<file path="src/rtl/mcp4922_rx.sv">
// MCP4922 SPI frame receiver: synchronises the serial pins, decodes 16-bit
// frames and models the per-channel input latches and LDAC-driven DAC registers.
module mcp4922_rx #(
    parameter int unsigned SYNC_STAGES = 2
) (
    input  logic        clk,
    input  logic        reset_n,
    input  logic        cs_pin,
    input  logic        clk_pin,
    input  logic        data_pin,
    input  logic        ldac_n,
    output logic [11:0] dac_a,
    output logic [11:0] dac_b,
    output logic [2:0]  cfg_a,
    output logic [2:0]  cfg_b,
    output logic        frame_valid,
    output logic        frame_axis,
    output logic        frame_err
);

    localparam int unsigned FRAME_BITS = 16;
    localparam int unsigned CNT_MAX    = 17;
    localparam int unsigned CNT_W      = 5;
    localparam int unsigned VAL_W      = 12;

    typedef enum logic {
        IDLE  = 1'b0,
        SHIFT = 1'b1
    } state_t;

    logic [SYNC_STAGES-1:0] cs_sync;
    logic [SYNC_STAGES-1:0] sclk_sync;
    logic [SYNC_STAGES-1:0] data_sync;
    logic [SYNC_STAGES-1:0] ldac_sync;
    logic                   cs_prev;
    logic                   sclk_prev;
    logic                   ldac_prev;

    logic cs_s;
    logic sclk_s;
    logic data_s;
    logic ldac_s;
    logic cs_rise;
    logic cs_fall;
    logic sclk_rise;
    logic ldac_fall;

    state_t             state;
    logic [15:0]        shift_reg;
    logic [CNT_W-1:0]   bit_cnt;
    logic               frame_done;
    logic               accept;
    logic [VAL_W-1:0]   latch_a;
    logic [VAL_W-1:0]   latch_b;
    logic [VAL_W-1:0]   latch_a_nxt;
    logic [VAL_W-1:0]   latch_b_nxt;

    assign cs_s      = cs_sync[SYNC_STAGES-1];
    assign sclk_s    = sclk_sync[SYNC_STAGES-1];
    assign data_s    = data_sync[SYNC_STAGES-1];
    assign ldac_s    = ldac_sync[SYNC_STAGES-1];
    assign cs_rise   = cs_s & ~cs_prev;
    assign cs_fall   = ~cs_s & cs_prev;
    assign sclk_rise = sclk_s & ~sclk_prev;
    assign ldac_fall = ~ldac_s & ldac_prev;

    // cs rising inside a frame closes it; only exactly 16 counted bits are accepted
    assign frame_done = (state == SHIFT) && cs_rise;
    assign accept     = frame_done && (bit_cnt == CNT_W'(FRAME_BITS));

    // Pin synchronisers plus previous-value registers for edge detection; idle on reset
    always_ff @(posedge clk or negedge reset_n) begin
        if (!reset_n) begin
            cs_sync   <= '1;
            sclk_sync <= '0;
            data_sync <= '0;
            ldac_sync <= '1;
            cs_prev   <= 1'b1;
            sclk_prev <= 1'b0;
            ldac_prev <= 1'b1;
        end else begin
            cs_sync   <= {cs_sync[SYNC_STAGES-2:0], cs_pin};
            sclk_sync <= {sclk_sync[SYNC_STAGES-2:0], clk_pin};
            data_sync <= {data_sync[SYNC_STAGES-2:0], data_pin};
            ldac_sync <= {ldac_sync[SYNC_STAGES-2:0], ldac_n};
            cs_prev   <= cs_s;
            sclk_prev <= sclk_s;
            ldac_prev <= ldac_s;
        end
    end

    // Frame FSM: wait for cs fall, then shift on sclk rise until cs rises
    always_ff @(posedge clk or negedge reset_n) begin
        if (!reset_n) begin
            state     <= IDLE;
            shift_reg <= '0;
            bit_cnt   <= '0;
        end else begin
            case (state)
                IDLE: begin
                    if (cs_fall) begin
                        state   <= SHIFT;
                        bit_cnt <= '0;
                    end
                end
                SHIFT: begin
                    if (cs_rise) begin
                        state <= IDLE;
                    end else if (sclk_rise) begin
                        shift_reg <= {shift_reg[14:0], data_s};
                        if (bit_cnt != CNT_W'(CNT_MAX)) begin
                            bit_cnt <= bit_cnt + CNT_W'(1);
                        end
                    end
                end
                default: state <= IDLE;
            endcase
        end
    end

    // Next input-latch contents, so a same-cycle LDAC transfer sees the new frame
    always_comb begin
        latch_a_nxt = latch_a;
        latch_b_nxt = latch_b;
        if (accept) begin
            if (shift_reg[15]) begin
                latch_b_nxt = shift_reg[11:0];
            end else begin
                latch_a_nxt = shift_reg[11:0];
            end
        end
    end

    // Latches, config, DAC registers and frame status pulses
    always_ff @(posedge clk or negedge reset_n) begin
        if (!reset_n) begin
            latch_a     <= '0;
            latch_b     <= '0;
            dac_a       <= '0;
            dac_b       <= '0;
            cfg_a       <= '0;
            cfg_b       <= '0;
            frame_valid <= 1'b0;
            frame_err   <= 1'b0;
            frame_axis  <= 1'b0;
        end else begin
            frame_valid <= accept;
            frame_err   <= frame_done && !accept;
            latch_a     <= latch_a_nxt;
            latch_b     <= latch_b_nxt;
            if (accept) begin
                frame_axis <= shift_reg[15];
                if (shift_reg[15]) begin
                    cfg_b <= shift_reg[14:12];
                end else begin
                    cfg_a <= shift_reg[14:12];
                end
            end
            if (ldac_fall) begin
                dac_a <= latch_a_nxt;
                dac_b <= latch_b_nxt;
            end else if (!ldac_s && accept) begin
                if (shift_reg[15]) begin
                    dac_b <= latch_b_nxt;
                end else begin
                    dac_a <= latch_a_nxt;
                end
            end
        end
    end

endmodule

</file>
<file path="config.mk">
export PLATFORM = sky130hd
export DESIGN_NAME = mcp4922_rx
export DESIGN_NICKNAME = d
export VERILOG_FILES = /design/src/rtl/mcp4922_rx.sv
export SDC_FILE = /design/constraint.sdc
export NUM_CORES = 1
export LEC_CHECK = 0
export CORE_UTILIZATION = 57
export CTS_CLUSTER_SIZE = 12
export DETAILED_ROUTE_END_ITERATION = 8
export HOLD_SLACK_MARGIN = 0.03
export PLACE_DENSITY = 0.85
export SYNTH_ARGS = -nofsm -noshare
export SYNTH_HDL_FRONTEND = slang
export SYNTH_SLANG_ARGS = --single-unit
</file>
<file path="constraint.sdc">
create_clock -name clk -period 2.73 [get_ports clk]
set_clock_uncertainty 0.2 [all_clocks]
set_input_delay 0.273 -clock clk [delete_from_list [all_inputs] [get_ports clk]]
set_output_delay 0.273 -clock clk [all_outputs]
set_load 0.01 [all_outputs]
</file>
* Word-level counts from Yosys, hierarchy flattened *
Index checks and enable logic that the tools add are counted.

cells by class
  add/subtract/negate cells = 1
  equality and inequality tests = 7
  mux-type cells = 18
  bitwise logic cells = 11
  reduce and logical (&&, ||, !) cells = 14

operator list
  cell                                                    count
  2-to-1 mux 12 bit                                       10
  2-to-1 mux 5 bit                                        4
  case mux 5 bit (2 select lines)                         1
  inequality test 2 bit (second input constant)           4
  AND reduction 2 bit                                     4
  inverter 1 bit                                          7
  adder 5 x 1 -> 5 bit (second input constant)            1
  == test 5 bit (second input constant)                   1
  inequality test 5 bit (second input constant)           1
  bitwise AND 1 bit                                       4
  logical AND 1 bit                                       4
  AND reduction 4 bit                                     1
  nonzero test 2 bit                                      2
  AND reduction 3 bit                                     1
  logical NOT 1 bit                                       2
  2-to-1 mux 1 bit                                        2
  inequality test 2 x 1 -> 1 bit (second input constant)  1
  case mux 1 bit (2 select lines)                         1

word-level totals
  register bits = 90
  input port bits = 6
  output and inout bits = 33
  logic and storage cells = 70

* Depth between registers and ports, before layout *
Gate-level depths: netlist of the first run.

  depth in word-level cells = 8
  mapped depth = 8
  depth with buffers taken out = 5

* Least setup slack after synthesis of the first run *
OpenSTA, ideal clock, no wires.

  path kind = register -> register
  start point = reg bit_cnt[1]
  end point = reg latch_b[0]
  library setup time = 0.127 ns
  data arrival time = 1.795 ns
  data required time = 2.403 ns
  path slack = 0.607 ns
  cell stages (with the launch flop) = 9
  buffers on the path = 3
  period minus slack after synthesis = 2.123 ns
  path through = dfrtp_1 > inv_1 > ha_1 > nor4bb_1 > buf_2 > and3_1 > buf_4 > buf_6 > mux2_1

between the ends
  word-level cells in the longest chain between the ends = 3

RTL lines
  item                      line  source
  start: declaration        50    logic [CNT_W-1:0] bit_cnt;
  start signal: assignment  112   bit_cnt <= bit_cnt + CNT_W'(1);
  == test 5 bit             69    assign accept = frame_done && (bit_cnt == CNT_W'(FRAME_BITS));
  logical AND 1 bit         69
  2-to-1 mux 12 bit         125   if (accept) begin
  via latch_b_nxt[0]        56    logic [VAL_W-1:0] latch_b_nxt;
  end signal: assignment    150   latch_b <= latch_b_nxt;
  end: declaration          54    logic [VAL_W-1:0] latch_b;

The timed path passes the listed nets, and every way through them passes these cells.
A chain may end at the register's enable or synchronous reset.

* Worst setup path in the final report of the first run *
  start point = reg bit_cnt[1]
  end point = reg latch_b[9]

The elaborated chain is that of the path after synthesis.

==> run_results.csv, run 1 <==
group,metric,value,unit
synth,ys.flop_type,"dfrtp_1",
placement,port-buffer-count,38,
cells_and_area,final_cells,485,
critical_path,arrival,2.36,ns
clock_tree,post_cts_buffers,0,
floorplan,die_h,88.0,um
clock_tree,root_buffer,"clkbuf_8",
critical_path,cpLargestDelayFamily,"simple AND/OR/NAND/NOR gates",
synth,ys_seq_area_frac,0.536,
synth,yosys_warnings,0,
clock_tree,cts_made_buffers,9,
synth,synth_nets,359,
sta,period_needed,2.32,ns
hold_path,whs_path_depth,1,
clock_tree,cts.repair.resized,0,
pwr,ir_worst_vdd,410,uV
synth,synth_area_leaders,"dfrtp_1 (50%), mux2_1 (6.9%), mux2_2 (5.3%)",
synth,synthArstFlopShare,1.00,
drt,wl,8980,um
outcome,status,"finished, final reports clean",
synth,synth_cell_types,36,
floorplan,num_rows,30,
cells_and_area,largest_reg_flops,16,
critical_path,crit_chain,"inv_1, ha_1, nor4bb_4, and3_1, buf_4, mux2_1",
clock_tree,insertion_delay,0.35,ns
sta,setup_tns,0,ns
grt,grt_use_total,0.259,
placement,gp_congestion,0.827,
clock_tree,postCtsHoldBufs,1,
cells_and_area,antenna_cells,0,
critical_path,slowest_stage,"dfrtp_1",
clock_tree,clkTransAtPathRegs,0.08,ns
sta,slew_headroom,0.347,
clock_tree,cts_tree,"yes",
sta,max_freq,0.430,GHz
critical_path,crit_path_end_kind,"register",
cells_and_area,design_area,0.00492,mm^2
critical_path,r2r_cells,6,
grt,grt_pass1_wl,14900,um
synth,synth_edf_count,0,
sta,rsz0062_at_grt,"false",
hold_path,hold_path_class,"input pin to register",
drt,drtIter0Drc,260,
synth,syn_area_per_cell,12.0,um^2
sta,tightestPinTransition,0.977,ns
cells_and_area,final_util,0.704,
critical_path,max_stage_delay,0.44,ns
critical_path,required,2.77,ns
placement,place_area,0.00472,mm^2
critical_path,path_buf_inv,2,
critical_path,criticalPathCategory,"register to register",
cells_and_area,drive_gt1_frac,0.147,
critical_path,critPathMaxFanout,24,
sta,setup_viol_count_final,0,
drt,antenna_left,0,
sta,hold_slack,0.124,ns
placement,placed_cells,468,
drt,wl_per_cell,18.5,um
floorplan,ios,39,
sta,hold_viol_final,0,
clock_tree,clock_path_buffers,2,
drt,num_vias,2962,
sta,period_share,0.851,
cells_and_area,final_net_count,393,
critical_path,cp.depth,6,
floorplan,dieArea,0.00774,mm^2
floorplan,initial_core_util,0.604,
floorplan,core,0.00698,mm^2
cells_and_area,syn_to_final_growth,16.7,%
drt,drc,0,
synth,synth_area,0.00421,mm^2
synth,yosysTopAreaCell,"dfrtp_1",
pwr,powerDensity,524,mW/mm^2
synth,netlist_instances,350,
grt,antenna_found_initial,0,
floorplan,die_w,88.0,um
job,drv_cap,0,
grt,grt_pass1_vias,2783,
drt,drt_pass1_iterations,5,
synth,yosysTopAreaCellShare,0.499,
pwr,leakage,0.00233,uW
clock_tree,htree_levels,3,
drt,vias_per_cell,6.11,
placement,dp_hpwl,5760,um
clock_tree,clock_sinks,90,
grt,grt_max_degree,51,
sta,slew_violations,0,
critical_path,start_kind,"register",
grt,grt_overflow,0,
synth,ys_ff_latch,90,
[cells in the mapped netlist (3+ instances only)]
library cell and instances:
nor2b_1 30, dfrtp_1 84, a211o_1 13, clkbuf_1 19, ha_1 3, nand3b_1 13, a221o_1 3, o21ai_0 13
nor2_1 5, and2_1 14, nand2b_1 15, buf_2 5, nand3_1 15, dfstp_2 6, mux2_1 26, mux2_2 20
and3_1 3, o211ai_1 12, nand4bb_1 3, a32oi_1 24
[cells by family after synthesis]
kind of cell,Yosys count,synth area share
AND/OR/NAND/NOR,109,0.166
flip-flops,90,0.536
AO/OA/AOI/OAI,70,0.129
multiplexers,47,0.125
buffers and inverters,31,0.0344
adder cells (fa/ha/maj),3,0.00891
[through the flow]
step	power, uW	setup slack, ns
final	2580	0.406
after detailed placement	1730	0.404
after CTS	2590	0.399
after global routing	2680	0.278
after floorplan	1610	0.607
after global placement	1710	0.514
[cell type report]
cell class	instances	area (um^2)
clock buffer	11	131
clock inverter	5	56.3
fill	509	2070
inverter	2	7.51
multi-input combinational	229	1830
sequential	90	2260
tap	96	120
timing repair buffer	52	510
[power by group]
part / leakage (uW) / switching, uW / internal, uW / total [uW]
registers: 0.00121 / 80.9 / 1390 / 1470
clock network: 0.0000933 / 449 / 422 / 872
logic: 0.00102 / 124 / 108 / 232
total: 0.00233 / 654 / 1920 / 2580
[metal layers]
| layer | part of all wire | track usage | vias to the layer above |
|---|---|---|---|
| li1 | - | - | 1366 |
| met1 | 0.45 | 0.371 | 1487 |
| met2 | 0.48 | 0.394 | 99 |
| met3 | 0.061 | 0.0754 | 10 |
| met4 | 0.010 | 0.0581 | 0 |
| met5 | 0 | 0 | - |
[final timing paths]
| path | to | start | slack (ns) |
|---|---|---|---|
| hold / removal | cs_sync[0] | cs_pin | 0.12 |
| setup reg to reg | latch_b[9] | bit_cnt[1] | 0.41 |
| min in group asynchronous | sclk_sync[0] | reset_n | 0.26 |
| hold reg to reg | sclk_sync[1] | sclk_sync[0] | 0.16 |
| max in group asynchronous | ldac_prev | reset_n | 1.39 |
| setup / recovery | latch_b[9] | bit_cnt[1] | 0.41 |
[cell usage in the layout (no fill, tap or decap), types with 14 or more instances in the layout]
cell type and n:
nand3_1 15, clkdlybuf4s50_1 37, mux2_2 20, a32oi_1 24
and2_1 14, nand2b_1 15, mux2_1 26, dfrtp_1 84
nor2b_1 30
No activity file was read; power rests on OpenSTA's default activity.
==> inputs of run 2 (changes only) <==
--- a/config.mk
+++ b/config.mk
@@ -10,6 +10,7 @@
 export DETAILED_ROUTE_END_ITERATION = 8
 export HOLD_SLACK_MARGIN = 0.03
 export PLACE_DENSITY = 0.85
+export SLEW_MARGIN = 20
 export SYNTH_ARGS = -nofsm -noshare
 export SYNTH_HDL_FRONTEND = slang
 export SYNTH_SLANG_ARGS = --single-unit
==> results of run 2 <==
The final DEF is identical to that of run 1; final timing and power are the same.
